File: config.mk
export PLATFORM = sky130hd
export DESIGN_NAME = reg_scoreboard
export DESIGN_NICKNAME = d
export VERILOG_FILES = /design/src/rtl/reg_scoreboard_pkg.sv /design/src/rtl/sb_counter.sv /design/src/rtl/reg_scoreboard.sv
export SDC_FILE = /design/constraint.sdc
export NUM_CORES = 1
export LEC_CHECK = 0
export CAP_MARGIN = 20
export CORE_AREA = 3 3 101 113
export CTS_BUF_LIST = sky130_fd_sc_hd__clkbuf_4 sky130_fd_sc_hd__clkbuf_8
export CTS_CLUSTER_SIZE = 8
export DETAILED_ROUTE_END_ITERATION = 8
export DIE_AREA = 0 0 104 116
export GPL_TIMING_DRIVEN = 1
export PLACE_DENSITY = 0.82
export SLEW_MARGIN = 20
export SYNTH_ARGS = -nofsm -noshare
export SYNTH_HDL_FRONTEND = slang
export SYNTH_SLANG_ARGS = --single-unit
File: constraint.sdc
create_clock -name clk -period 10.7 [get_ports clk]
set_clock_uncertainty 0.1 [all_clocks]
set_input_delay 1.605 -clock clk [delete_from_list [all_inputs] [get_ports clk]]
set_output_delay 1.605 -clock clk [all_outputs]
set_load 0.05 [all_outputs]
File: src/rtl/reg_scoreboard_pkg.sv
// reg_scoreboard_pkg: shared register-address constants for the scoreboard
package reg_scoreboard_pkg;
  localparam int REG_ADDR_SIZE = 4;
  localparam int ADDR_W = REG_ADDR_SIZE + 1;
  localparam int NUM_REGS = 32;
  localparam logic [ADDR_W-1:0] X0 = '0;
endpackage

File: src/rtl/sb_counter.sv
// sb_counter: saturating up/down pending-write counter with zero flag and underflow pulse
module sb_counter #(
  parameter int CNT_W = 2
) (
  input  logic             clk,
  input  logic             reset,
  input  logic             inc,
  input  logic             dec,
  input  logic             clr,
  output logic [CNT_W-1:0] cnt,
  output logic             zero,
  output logic             underflow
);
  assign zero = cnt == '0;
  assign underflow = dec && !inc && zero;
  always_ff @(posedge clk or posedge reset)
    if (reset) cnt <= '0;
    else if (clr) cnt <= '0;
    else if (inc && !dec && cnt != '1) cnt <= cnt + CNT_W'(1);
    else if (dec && !inc && !zero) cnt <= cnt - CNT_W'(1);
endmodule

File: src/rtl/reg_scoreboard.sv
// reg_scoreboard: per-register pending-write scoreboard producing RAW stall for ID
import reg_scoreboard_pkg::*;
module reg_scoreboard #(
  parameter int NUM_REGS = reg_scoreboard_pkg::NUM_REGS,
  parameter int CNT_W = 2
) (
  input  logic                clk,
  input  logic                reset,
  input  logic [ADDR_W-1:0]   rs1,
  input  logic [ADDR_W-1:0]   rs2,
  input  logic                issue_valid,
  input  logic [ADDR_W-1:0]   issue_rd,
  input  logic                issue_rd_valid,
  input  logic                wb_valid,
  input  logic [ADDR_W-1:0]   wb_rd,
  input  logic                clear,
  output logic                stall,
  output logic [NUM_REGS-1:0] busy_vec,
  output logic                sb_error
);
  logic [NUM_REGS-1:0][CNT_W-1:0] cnt_arr;
  logic [NUM_REGS-1:1] uf;
  logic rs1_busy, rs2_busy, full, issue_ev, wb_ev;
  assign cnt_arr[0] = '0;
  assign busy_vec[0] = 1'b0;
  assign rs1_busy = rs1 != X0 && cnt_arr[rs1] > CNT_W'(wb_valid && wb_rd == rs1);
  assign rs2_busy = rs2 != X0 && cnt_arr[rs2] > CNT_W'(wb_valid && wb_rd == rs2);
  assign full = issue_valid && issue_rd_valid && issue_rd != X0 && cnt_arr[issue_rd] == '1;
  assign stall = rs1_busy || rs2_busy || full;
  assign issue_ev = issue_valid && !stall && issue_rd_valid && issue_rd != X0;
  assign wb_ev = wb_valid && wb_rd != X0;
  for (genvar i = 1; i < NUM_REGS; i++) begin : g_cnt
    logic z;
    sb_counter #(.CNT_W(CNT_W)) u_cnt (
      .clk      (clk),
      .reset    (reset),
      .inc      (issue_ev && issue_rd == ADDR_W'(i)),
      .dec      (wb_ev && wb_rd == ADDR_W'(i)),
      .clr      (clear),
      .cnt      (cnt_arr[i]),
      .zero     (z),
      .underflow(uf[i])
    );
    assign busy_vec[i] = !z;
  end
  always_ff @(posedge clk or posedge reset)
    if (reset) sb_error <= 1'b0;
    else if (|uf) sb_error <= 1'b1;
endmodule
==> results_dict.tcl <==
set metrics [dict create \
    synthCells 758 \
    p_seq_frac 0.403 \
    max_stage_delay_ns 1.11 \
    dp_hpwl_mm 16.4 \
    synth.top_cells.by_area "dfrtp_1, mux4_2, nand2_1, a211oi_1, o21ai_0" \
    clock-sinks 63 \
    period_share 0.710 \
    detail_route.wl_per_cell_um 24.1 \
    cts_resized 0 \
    crit_type "input port to output port" \
    crit_buf_inv 2 \
    path_clk_slew_ns 0.08 \
    io_pins 60 \
    max_freq_mhz 132 \
    rows 39 \
    r2r_cells 14 \
    whs_ns 0.518 \
    rrSetupSlack_ns 6.26 \
    drt_iter0_drc 879 \
    finalSetupTns_ns 0 \
    ys_seq_area_frac 0.257 \
    yosys_warnings 0 \
    slew_viol_final 0 \
    tritoncts "yes" \
    status "complete, no violations" \
    p_comb_frac 0.176 \
    clock_power_share 0.421 \
    finalWeightedCongestion 1.01 \
    design.core.area_um2 10300 \
    drc 0 \
    syn_to_final_growth_pct 13.0 \
    synth.most_common_cell "nand2_1" \
    grt_max_degree 64 \
    ir_drop_mv 0.0845 \
    yosys_most_used_dff "dfrtp_1" \
    grt_pass1_vias 6520 \
    required_ns 9.00 \
    drv_cap 0 \
    p_int_uw 421 \
    cts_made_buffers 9 \
    synth_nets 786 \
    fillers 891 \
    maxSlewHeadroom 0.255 \
    min_path_type "register to register" \
    via_per_inst 7.15 \
    finalWirelength_mm 22.6 \
    leakagePower_uw 0.00265 \
    synthArstFlopShare 1.00 \
    swShare 0.292 \
    synth_top_area_frac 0.257 \
    antenna_found_initial 0 \
    n_antenna_cell 0 \
    power.density_nw_per_um2 85.5 \
    synth_largest_area_cell "dfrtp_1" \
    clk_root_buffer_cell "clkbuf_8" \
    cpMaxStageDelayCell "clkdlybuf4s50_1" \
    syn_avg_cell_area_um2 8.11 \
    multiInputGateArea_um2 4260 \
    synthTopCellsByCount "nand2_1, nor2_1, dfrtp_1, o21ai_0, a21oi_1" \
    worstSkewPairLatency_ns 0.35 \
    seq_area_um2 1580 \
    cts_hold_buffers 0 \
    fin_crit_ns 7.59 \
    start_util 0.594 \
    postCtsSetupRepairBufs 0 \
    setup_viol 0 \
    worstPathCellList "clkdlybuf4s50_1 > mux4_2 > mux4_2 > mux2i_1 > ha_1 > o21ai_0 > nor2_1 > a22oi_1 > o22ai_2 > o211ai_1 > clkdlybuf4s50_1" \
    die_area_um2 12100 \
    first_pass_iters 8 \
    clockBufferDepth 2 \
    crit_family "buffers and inverters" \
    whs_path_depth 1 \
    synth_area_um2 6150 \
    worstSetupStartpointType "input port" \
    overflow 0 \
    cp.depth 11 \
    path_max_fanout 19 \
    port_buffers 58 \
    rsz0062_at_grt "no" \
    finalNetCount 817 \
    vias 6703 \
    ys_seq_elements 63 \
    grt_use_total 0.380 \
    p_sw_uw 174 \
    ant_nets 0 \
    cts_max_level 3 \
    ys_types 72 \
    drive_above_1_share 0.128 \
    dieHeight_um 116 \
    worst_slew_pin_slew_ns 1.11 \
    synth-edff-count 0 \
    crit_arrival_ns 5.89 \
    grt_first_pass_wirelength_mm 35.6 \
    die_x_um 104 \
    hold_viol_final 0 \
    cp-end-kind "output port" \
]
-- layout by cell type (no fill, tap or decap), types with 4 or more instances in the layout --
cell and count:
inv_1 18, o21bai_1 9, o21a_1 8, nor2_1 67, o21ai_0 52, or2_2 31
and2_1 10, a211oi_1 36, and3_1 11, nor3b_1 4, or4_1 4, o211ai_1 8
nand2b_1 17, a21oi_1 46, dfrtp_1 63, nand3b_1 8, nor3_1 33, buf_4 7
xor2_1 9, nor2b_1 13, o22ai_1 4, nor4_1 8, a21o_1 4, o2111ai_1 5
o21ai_1 6, xnor2_1 5, or3_1 5, nand3_1 34, clkbuf_8 11, mux2i_1 16
clkdlybuf4s50_1 57, nand2_1 80, nand4_1 6, mux4_2 28, o31ai_1 4, or2_0 6
-- path summary, 6_finish.rpt --
check                                       startpoint                     end
worst max register to register  g_cnt[27].u_cnt.cnt[0]                sb_error
worst min register to register  g_cnt[23].u_cnt.cnt[0]  g_cnt[23].u_cnt.cnt[0]
worst min-delay path            g_cnt[23].u_cnt.cnt[0]  g_cnt[23].u_cnt.cnt[0]
max in group asynchronous                        reset  g_cnt[16].u_cnt.cnt[1]
worst max-delay path                            rs2[0]                   stall
min in group asynchronous                        reset   g_cnt[8].u_cnt.cnt[1]
-- worst reg2reg max path: stages (launching register included) --
cell      delay [ns]
dfrtp_1         0.48
mux4_2          0.51
mux4_2          0.47
mux2i_1         0.17
ha_1            0.26
o21ai_0         0.22
nor2_1          0.06
a22oi_1         0.24
o22ai_2         0.13
o211ai_4        0.11
buf_4           0.60
nor3_1          0.24
o311ai_0        0.61
nor4_1          0.09
nand4_1         0.09
-- layout make-up --
type	count	area share
Tap cell	143	0.0258
Inverter	20	0.0108
Multi-Input combinational cell	631	0.614
Clock inverter	3	0.00936
Clock buffer	13	0.0240
Sequential cell	63	0.227
Timing Repair Buffer	64	0.0897
-- power by group through the flow --
stage	clock, uW	sequential (uW)	combinational (uW)
2_1_floorplan	0	244	70.6
3_3_place_gp	0	244	99.8
3_5_place_dp	0	244	101
4_1_cts	249	239	102
5_1_grt	262	239	110
6_report	250	239	105
-- sequential cells by signal, summed over array words and instances (netlist names) --
register	cells
g_cnt.u_cnt.cnt	62
sb_error	1
-- metal layers --
layer  GRT usage  routed length (um)  up-vias
met5           0                   0        -
li1            -                   -     2903
met1       0.477                8200     3152
met3      0.0813                2900      141
met4       0.177                1220        0
met2       0.635               10300      507
-- cells by family after synthesis --
| kind of cell | synth area share |
|---|---|
| compound gates | 0.242 |
| xor+xnor | 0.0200 |
| fa+ha+maj | 0.00407 |
| buf+inv | 0.0513 |
| flops | 0.257 |
| mux | 0.134 |
| other cells | 0.000610 |
| simple gates | 0.292 |
-- through the flow --
| step | power, uW | instance area, um^2 | utilization | setup WS (ns) | std cells |
|---|---|---|---|---|---|
| CTS | 590 | 6950 | 0.671 | 3.12 | 937 |
| detailed placement | 345 | 6710 | 0.649 | 3.10 | 921 |
| global route | 612 | 6950 | 0.672 | 2.84 | 937 |
| finish | 594 | 6950 | 0.672 | 3.11 | 937 |
| floorplan | 314 | 6150 | - | 4.33 | 758 |
| global placement | 344 | 6710 | 0.649 | 3.18 | 921 |
No activity file was read; power rests on OpenSTA's default activity.
